`config.mk`:
```
export PLATFORM = sky130hd
export DESIGN_NAME = seven_segment_scan_controller
export DESIGN_NICKNAME = d
export VERILOG_FILES = /design/src/rtl/seven_segment_scan_controller.sv
export SDC_FILE = /design/constraint.sdc
export NUM_CORES = 1
export LEC_CHECK = 0
export BUFFER_PORTS_ARGS = -buffer_cell sky130_fd_sc_hd__buf_2
export CAP_MARGIN = 0
export CORE_ASPECT_RATIO = 0.8
export CORE_MARGIN = 5
export CORE_UTILIZATION = 62
export CTS_CLUSTER_SIZE = 14
export DETAILED_ROUTE_END_ITERATION = 8
export GPL_ROUTABILITY_DRIVEN = 0
export MAX_ROUTING_LAYER = met4
export PLACE_DENSITY = 0.84
export SYNTH_ARGS = -nofsm -noshare
export SYNTH_HDL_FRONTEND = slang
export SYNTH_SLANG_ARGS = --single-unit
```
`constraint.sdc`:
```
create_clock -name clock_100Mhz -period 5.3 [get_ports clock_100Mhz]
set_input_delay 0.265 -clock clock_100Mhz [delete_from_list [all_inputs] [get_ports clock_100Mhz]]
set_output_delay 0.265 -clock clock_100Mhz [all_outputs]
set_load 0.1 [all_outputs]
```
`src/rtl/seven_segment_scan_controller.sv`:
```
// seven_segment_scan_controller
// N-digit multiplexed common-anode seven-segment driver with a double-buffered
// display load, per-digit blanking and decimal points, and PWM brightness.
// Optional build macro: LEADING_ZERO_SUPPRESS_EN blanks leading zero digits.
module seven_segment_scan_controller #(
  parameter int N_DIGITS  = 4,
  parameter int SLOT_LOG2 = 18,
  parameter int DUTY_BITS = 4
) (
  input  logic                    clock_100Mhz,
  input  logic                    reset,
  input  logic                    load,
  input  logic [4*N_DIGITS-1:0]   load_value,
  input  logic [N_DIGITS-1:0]     load_dp,
  input  logic [N_DIGITS-1:0]     load_blank,
  input  logic [DUTY_BITS-1:0]    brightness,
  output logic                    pending,
  output logic                    frame_start,
  output logic [N_DIGITS-1:0]     Anode_Activate,
  output logic [0:6]              LED_out,
  output logic                    dp_out
);

  localparam int IDX_W = (N_DIGITS > 1) ? $clog2(N_DIGITS) : 1;
  localparam logic [IDX_W-1:0] IDX_LAST = IDX_W'(N_DIGITS - 1);

  // Active-low a..g pattern for one hex nibble
  function automatic logic [0:6] decode(input logic [3:0] nib);
    logic [0:6] seg;
    case (nib)
      4'h0: seg = 7'b0000001;
      4'h1: seg = 7'b1001111;
      4'h2: seg = 7'b0010010;
      4'h3: seg = 7'b0000110;
      4'h4: seg = 7'b1001100;
      4'h5: seg = 7'b0100100;
      4'h6: seg = 7'b0100000;
      4'h7: seg = 7'b0001111;
      4'h8: seg = 7'b0000000;
      4'h9: seg = 7'b0000100;
      4'hA: seg = 7'b0001000;
      4'hB: seg = 7'b1100000;
      4'hC: seg = 7'b0110001;
      4'hD: seg = 7'b1000010;
      4'hE: seg = 7'b0110000;
      default: seg = 7'b0111000;
    endcase
    return seg;
  endfunction

  logic [SLOT_LOG2-1:0]  tick_q, tick_d;
  logic [IDX_W-1:0]      idx_q, idx_d;
  logic                  pending_q, pending_d;
  logic                  frame_start_q, frame_start_d;
  logic [4*N_DIGITS-1:0] sh_val_q, sh_val_d;
  logic [N_DIGITS-1:0]   sh_dp_q, sh_dp_d;
  logic [N_DIGITS-1:0]   sh_blank_q, sh_blank_d;
  logic [4*N_DIGITS-1:0] act_val_q, act_val_d;
  logic [N_DIGITS-1:0]   act_dp_q, act_dp_d;
  logic [N_DIGITS-1:0]   act_blank_q, act_blank_d;
  logic [N_DIGITS-1:0]   an_q, an_d;
  logic [0:6]            led_q, led_d;
  logic                  dp_q, dp_d;

  logic                  tick_max;
  logic                  boundary;
  logic [DUTY_BITS-1:0]  phase;
  logic                  pwm_on;
  logic [N_DIGITS-1:0]   supp;
  logic [3:0]            cur_nib;
  logic                  cur_dp;
  logic                  cur_dark;
  logic [N_DIGITS-1:0]   an_sel;

  assign tick_max = &tick_q;
  // Last cycle of digit 0's slot: the scan is about to return to the leftmost digit
  assign boundary = tick_max && (idx_q == '0);
  assign phase    = tick_q[SLOT_LOG2-1 -: DUTY_BITS];
  assign pwm_on   = (phase <= brightness);

`ifdef LEADING_ZERO_SUPPRESS_EN
  logic lead_zero;
  // Blank zero digits that have only zeros to their left; digit 0 and dp digits stay lit
  always_comb begin
    supp      = '0;
    lead_zero = 1'b1;
    for (int k = N_DIGITS - 1; k >= 0; k--) begin
      lead_zero = lead_zero && (act_val_q[4*k +: 4] == 4'h0);
      if ((k != 0) && lead_zero && !act_dp_q[k]) supp[k] = 1'b1;
    end
  end
`else
  assign supp = '0;
`endif

  // Scan counters, shadow load and frame-boundary commit
  always_comb begin
    tick_d        = tick_q + SLOT_LOG2'(1);
    idx_d         = idx_q;
    if (tick_max) idx_d = (idx_q == '0) ? IDX_LAST : idx_q - IDX_W'(1);
    frame_start_d = boundary;
    sh_val_d      = sh_val_q;
    sh_dp_d       = sh_dp_q;
    sh_blank_d    = sh_blank_q;
    act_val_d     = act_val_q;
    act_dp_d      = act_dp_q;
    act_blank_d   = act_blank_q;
    pending_d     = pending_q;
    // Commit uses the old shadow, so a coincident load is held for the next frame
    if (boundary && pending_q) begin
      act_val_d   = sh_val_q;
      act_dp_d    = sh_dp_q;
      act_blank_d = sh_blank_q;
    end
    if (boundary) pending_d = 1'b0;
    if (load) begin
      sh_val_d   = load_value;
      sh_dp_d    = load_dp;
      sh_blank_d = load_blank;
      pending_d  = 1'b1;
    end
  end

  // Select the current digit's data and compute the next registered outputs
  always_comb begin
    cur_nib  = 4'h0;
    cur_dp   = 1'b0;
    cur_dark = 1'b1;
    an_sel   = '1;
    for (int k = 0; k < N_DIGITS; k++) begin
      if (idx_q == IDX_W'(k)) begin
        cur_nib   = act_val_q[4*k +: 4];
        cur_dp    = act_dp_q[k];
        cur_dark  = act_blank_q[k] | supp[k];
        an_sel[k] = 1'b0;
      end
    end
    an_d  = '1;
    led_d = 7'b1111111;
    dp_d  = 1'b1;
    if (!cur_dark && pwm_on) begin
      an_d  = an_sel;
      led_d = decode(cur_nib);
      dp_d  = ~cur_dp;
    end
  end

  // All state, asynchronously reset to a dark display with nothing pending
  always_ff @(posedge clock_100Mhz or posedge reset) begin
    if (reset) begin
      tick_q        <= '0;
      idx_q         <= IDX_LAST;
      pending_q     <= 1'b0;
      frame_start_q <= 1'b0;
      sh_val_q      <= '0;
      sh_dp_q       <= '0;
      sh_blank_q    <= '0;
      act_val_q     <= '0;
      act_dp_q      <= '0;
      act_blank_q   <= '1;
      an_q          <= '1;
      led_q         <= 7'b1111111;
      dp_q          <= 1'b1;
    end else begin
      tick_q        <= tick_d;
      idx_q         <= idx_d;
      pending_q     <= pending_d;
      frame_start_q <= frame_start_d;
      sh_val_q      <= sh_val_d;
      sh_dp_q       <= sh_dp_d;
      sh_blank_q    <= sh_blank_d;
      act_val_q     <= act_val_d;
      act_dp_q      <= act_dp_d;
      act_blank_q   <= act_blank_d;
      an_q          <= an_d;
      led_q         <= led_d;
      dp_q          <= dp_d;
    end
  end

  assign pending        = pending_q;
  assign frame_start    = frame_start_q;
  assign Anode_Activate = an_q;
  assign LED_out        = led_q;
  assign dp_out         = dp_q;

endmodule
```
* Word level (Yosys, flattened, before mapping) *
Memories as Yosys holds them, arrays and structs flattened.
Cells that the tools add are included.

word-level totals
  output and inout bits = 14
  bits of input ports = 31
  memories = 1
  ROM bits = 112
  flip-flop bits (word level) = 82
  word-level logic and storage cells = 50

operators by class
  magnitude comparators = 1
  bitwise operators = 1
  reductions and logical operators = 7
  multiplexer cells = 22
  add/sub/neg operators = 2
  equality and inequality tests = 3

memory list
  memory           words  bits a word  read ports  clocked after memory_dff  write ports  RTL line  RTL
  (no name shown)  16     7            1           0                         0            30        case (nib)

operators by type and width
  kind                   number
  $mux 4                 5
  $add 18x1->18 const B  1
  $reduce_and 18->1      1
  $mux 1                 15
  $mux 7                 1
  $eq 2x2->1 const B     2
  $le 4x4->1             1
  $logic_and 1x1->1      3
  $eq 2x1->1 const B     1
  $logic_not 2->1        1
  $mux 2                 1
  $reduce_bool 2->1      1
  $sub 2x1->2 const B    1
  $logic_not 1->1        1
  $not 1->1              1

* Depth between registers and ports, before layout *
  depth after elaboration = 8
  mapped depth = 11
  depth with buffers taken out = 10

* Worst setup path before layout *
Ideal clock, no wire load.

  kind = reg2reg
  start point = register idx_q[1]
  end point = register led_q, in the netlist LED_out[1]
  path slack = 2.949 ns
  clock period less this slack = 2.351 ns
  setup time = 0.111 ns
  path buffers = 1
  data arrival time = 2.240 ns
  data required time = 5.189 ns
  stages on the path, launching flop included = 11
  cell sequence = dfstp_2 -> inv_1 -> ha_1 -> buf_2 -> nand3b_1 -> a31oi_1 -> inv_1 -> ha_1 -> nor2_1 -> a211o_1 -> o311ai_0

on the way
  cells in the longest elaborated chain, start to end = 8
  elaborated cells between the ends (all ways) = 16
  classes of those cells = eq/ne: 3; mux: 9; reduce/logical: 3; memory: 1

RTL lines
  item                                                  RTL line  RTL
  from (decl)                                           52        logic [IDX_W-1:0] idx_q, idx_d;
  from (signal assigned)                                166       idx_q <= idx_d;
  branches (longest 7 deep; another with $mem_v2 16x7)  n/a
  $mux 7 *                                              141       if (!cur_dark && pwm_on) begin
  named net led_d (one bit)                             62        logic [0:6] led_q, led_d;
  to (signal assigned)                                  176       led_q <= led_d;
  to (decl)                                             62

Mark *: on every way through the listed nets, which the timed path passes.
A chain may end at the register's enable or synchronous reset.

* Final worst setup path *
  start point = register idx_q[0]
  end point = register led_q, in the netlist LED_out[4]

Same word-level chain as after synthesis.

==> metrics <==
P_leak 1.99 nW; fin. max-slew vios 0; max incr delay on CP 1.00 ns; Post-synth EDFFs 0; post-layout util 71.7%; Fin. Hold Viols 0; Mapped Cells 292; status finished clean; Slew HR 18.1%; CTS sink cnt 82; CP Launch Type register; P&R area growth vs syn 12.3%; Num CTS Buffers 9; Place WS 2.53 ns; top_reg_cell synth dfrtp_1; Clock transition at path regs 0.08 ns; number of gates resized after CTS 0; Row Count 25; post-synthesis sequential area ratio 54.7%; Pre-Repair DR Iteration Count 4; Setup TNS Final 0 ns; DR WL/cell 16.3 um; antenna violations before repair 0; Residual DRC 0; post-synth top area share 42.2%; Final Cycle Share 53.8%; ANT nets after route 0; final worst slack 2.45 ns; wire length of the first global-routing pass 12.1 mm; WP data arrival 3.07 ns; CTS tree yes; hold_buf cts 0; vias in the first global route 2517; Crit. End Element register; endpoints failing setup 0; Starting Density 63.9%; crit-path leading delay family compound AO/OA/AOI/OAI gates; power per cell area 276 nW/um2; initial DRC count 103; crit-path most repeated cell inv_1; number of fillers in the final layout 410; flops & latches, synth 82; max cap viols 0; layout cell share with drive strength beyond 1 39.4%; post-synthesis cell area 3790 um2; Least-Margin Pin Slew 1.22 ns; DIE AREA 7800 um2; R2R Setup Slk 2.45 ns; Syn Nets 338; clk root buf clkbuf_8; Hold WC Path Type in2reg; skew final 0.0133 ns; Multi-input gate area 1570 um2; launching point of the worst reg2reg path idx_q[0]; FFs w/ async S/R, synth 100%; r2r endpoint LED_out[4]; setup bufs post-CTS 0; clock network latency to the later pin of the worst-skew pair 0.35 ns; DR vias 2319; fin crit period 2.85 ns; Cell Chain, Critical Path inv_1 -> ha_1 -> nor3b_1 -> a211oi_1 -> inv_1 -> mux2i_1 -> o221ai_1; hold path depth 2; Reg2Reg Depth 7; ANT cells 0; Core Area 5940 um2; Die Ht 80.0 um; ranking of synthesized cells by area dfrtp_1 42%, dfstp_2 12%, mux2_2 8.3%; area leader, netlist dfrtp_1; fmax 0.351 GHz; final net count 384; Worst Path Required 5.52 ns; CP max FO 12; Worst Hold End sh_val_q[12]; largest net degree at the start of global routing 83; maximum vdd ir drop 250 uV; Die X 97.5 um; synth unique cells 44; Mapped Avg Cell Area 13.0 um2; CTS Buffer Depth 2; Worst Path Buf+Inv 2; worst hold start load_value[12]; Yosys Warn Count 0; GR Overflow Total 0; number of port buffers 44; CP Class reg2reg; Routed Wire Length 6.90 mm; Critical Path Slowest Stage Cell a211oi_1; Via-to-Cell Ratio 5.47; io pins 45; DP Wirelength 4.90 mm; sequential cell area 2070 um2; GRT Overall Usage 20.3%; RSZ-0062 raised after global routing false; H-tree Lvls 3
-- final cells by class --
class | count | share of cell area (%)
Clock buffer | 12 | 3.64
Clock inverter | 4 | 1.20
Inverter | 20 | 1.76
Multi-Input combinational cell | 179 | 36.8
Sequential cell | 82 | 48.7
Tap cell | 81 | 2.38
Timing Repair Buffer | 46 | 5.52
-- state kept, by name, indices dropped and copies added (netlist names), 2 cells and up --
register,flops
tick_q,18
act_val_q,16
sh_val_q,16
LED_out,7
Anode_Activate,4
act_blank_q,4
act_dp_q,4
sh_blank_q,4
sh_dp_q,4
idx_q,2
-- cell families (layout without fill, tap and decap cells) --
kind of cell | after synthesis | after routing | synth area share, %
adders and majority gates | 15 | 15 | 4.95
muxes | 50 | 50 | 16.7
DFF | 82 | 82 | 54.7
AOI/OAI and AO/OA | 33 | 33 | 6.03
buffers and inverters | 31 | 82 | 4.02
xor gates and xnor gates | 16 | 16 | 3.69
and+or+nand+nor | 65 | 65 | 9.89
-- routing by layer --
metal / track usage [%] / routed length [um]
met1: 24.5 / 3080
met2: 33.1 / 3300
met3: 5.50 / 373
met4: 7.75 / 144
met5: - / 0
-- metrics by stage --
| stage | instances | total power [mW] | area [um2] | hold WS [ns] |
|---|---|---|---|---|
| after floorplan | 292 | 0.711 | 3790 | 0.417 |
| after detailed placement | 408 | 0.735 | 4050 | 0.476 |
| after global routing | 424 | 1.22 | 4260 | 0.126 |
| final | 424 | 1.18 | 4260 | 0.142 |
| after global placement | 408 | 0.730 | 4050 | 0.458 |
| after CTS | 424 | 1.19 | 4260 | 0.124 |
-- worst register-to-register path, cell delays in order (launching register included) --
cell,delay (ns)
dfstp_2,0.55
inv_1,0.08
ha_1,0.31
nor3b_1,0.18
a211oi_1,1.00
inv_1,0.19
mux2i_1,0.24
o221ai_1,0.16
-- synthesized netlist by cell type, drive strengths merged (5+ instances only) --
cell type  instances
xnor2             10
nand2b             5
dfrtp             64
nand3              5
clkbuf             5
dfstp             18
buf                6
mux2              48
nand2             22
nor2              10
a21oi              9
nand3b             5
ha                15
xor2               6
inv               20
-- how the worst max path moves through the flow --
stage	depth (start not counted)	start	end	slack, ns
after floorplan	10	idx_q[1]	LED_out[1]	2.95
after global placement	9	idx_q[1]	LED_out[1]	2.73
after detailed placement	7	idx_q[1]	LED_out[4]	2.53
after CTS	7	idx_q[0]	LED_out[4]	2.48
after global routing	7	idx_q[0]	LED_out[4]	2.20
final	7	idx_q[0]	LED_out[4]	2.45
-- power by group --
group | internal, mW | leakage [nW] | switching, mW
registers | 0.647 | 1.01 | 0.0112
clock network | 0.244 | 0.103 | 0.212
logic | 0.0278 | 0.885 | 0.0359
total | 0.918 | 1.99 | 0.259
-- cells in the final DEF, fill, tap and decap left out, types with 4 or more instances in the layout --
master and instances:
nor2b_1 4, a21oi_1 9, inv_1 19, mux2_4 20, nand2_1 21, o21ai_0 4, ha_1 15, nand2b_1 5
dfstp_2 18, xor2_1 6, dfrtp_1 64, clkbuf_8 11, xnor2_1 10, mux2_2 28, buf_2 44, o221ai_1 4
nor2_1 10, nand3b_1 5
Note: power is estimated with default switching activity, not from simulation.
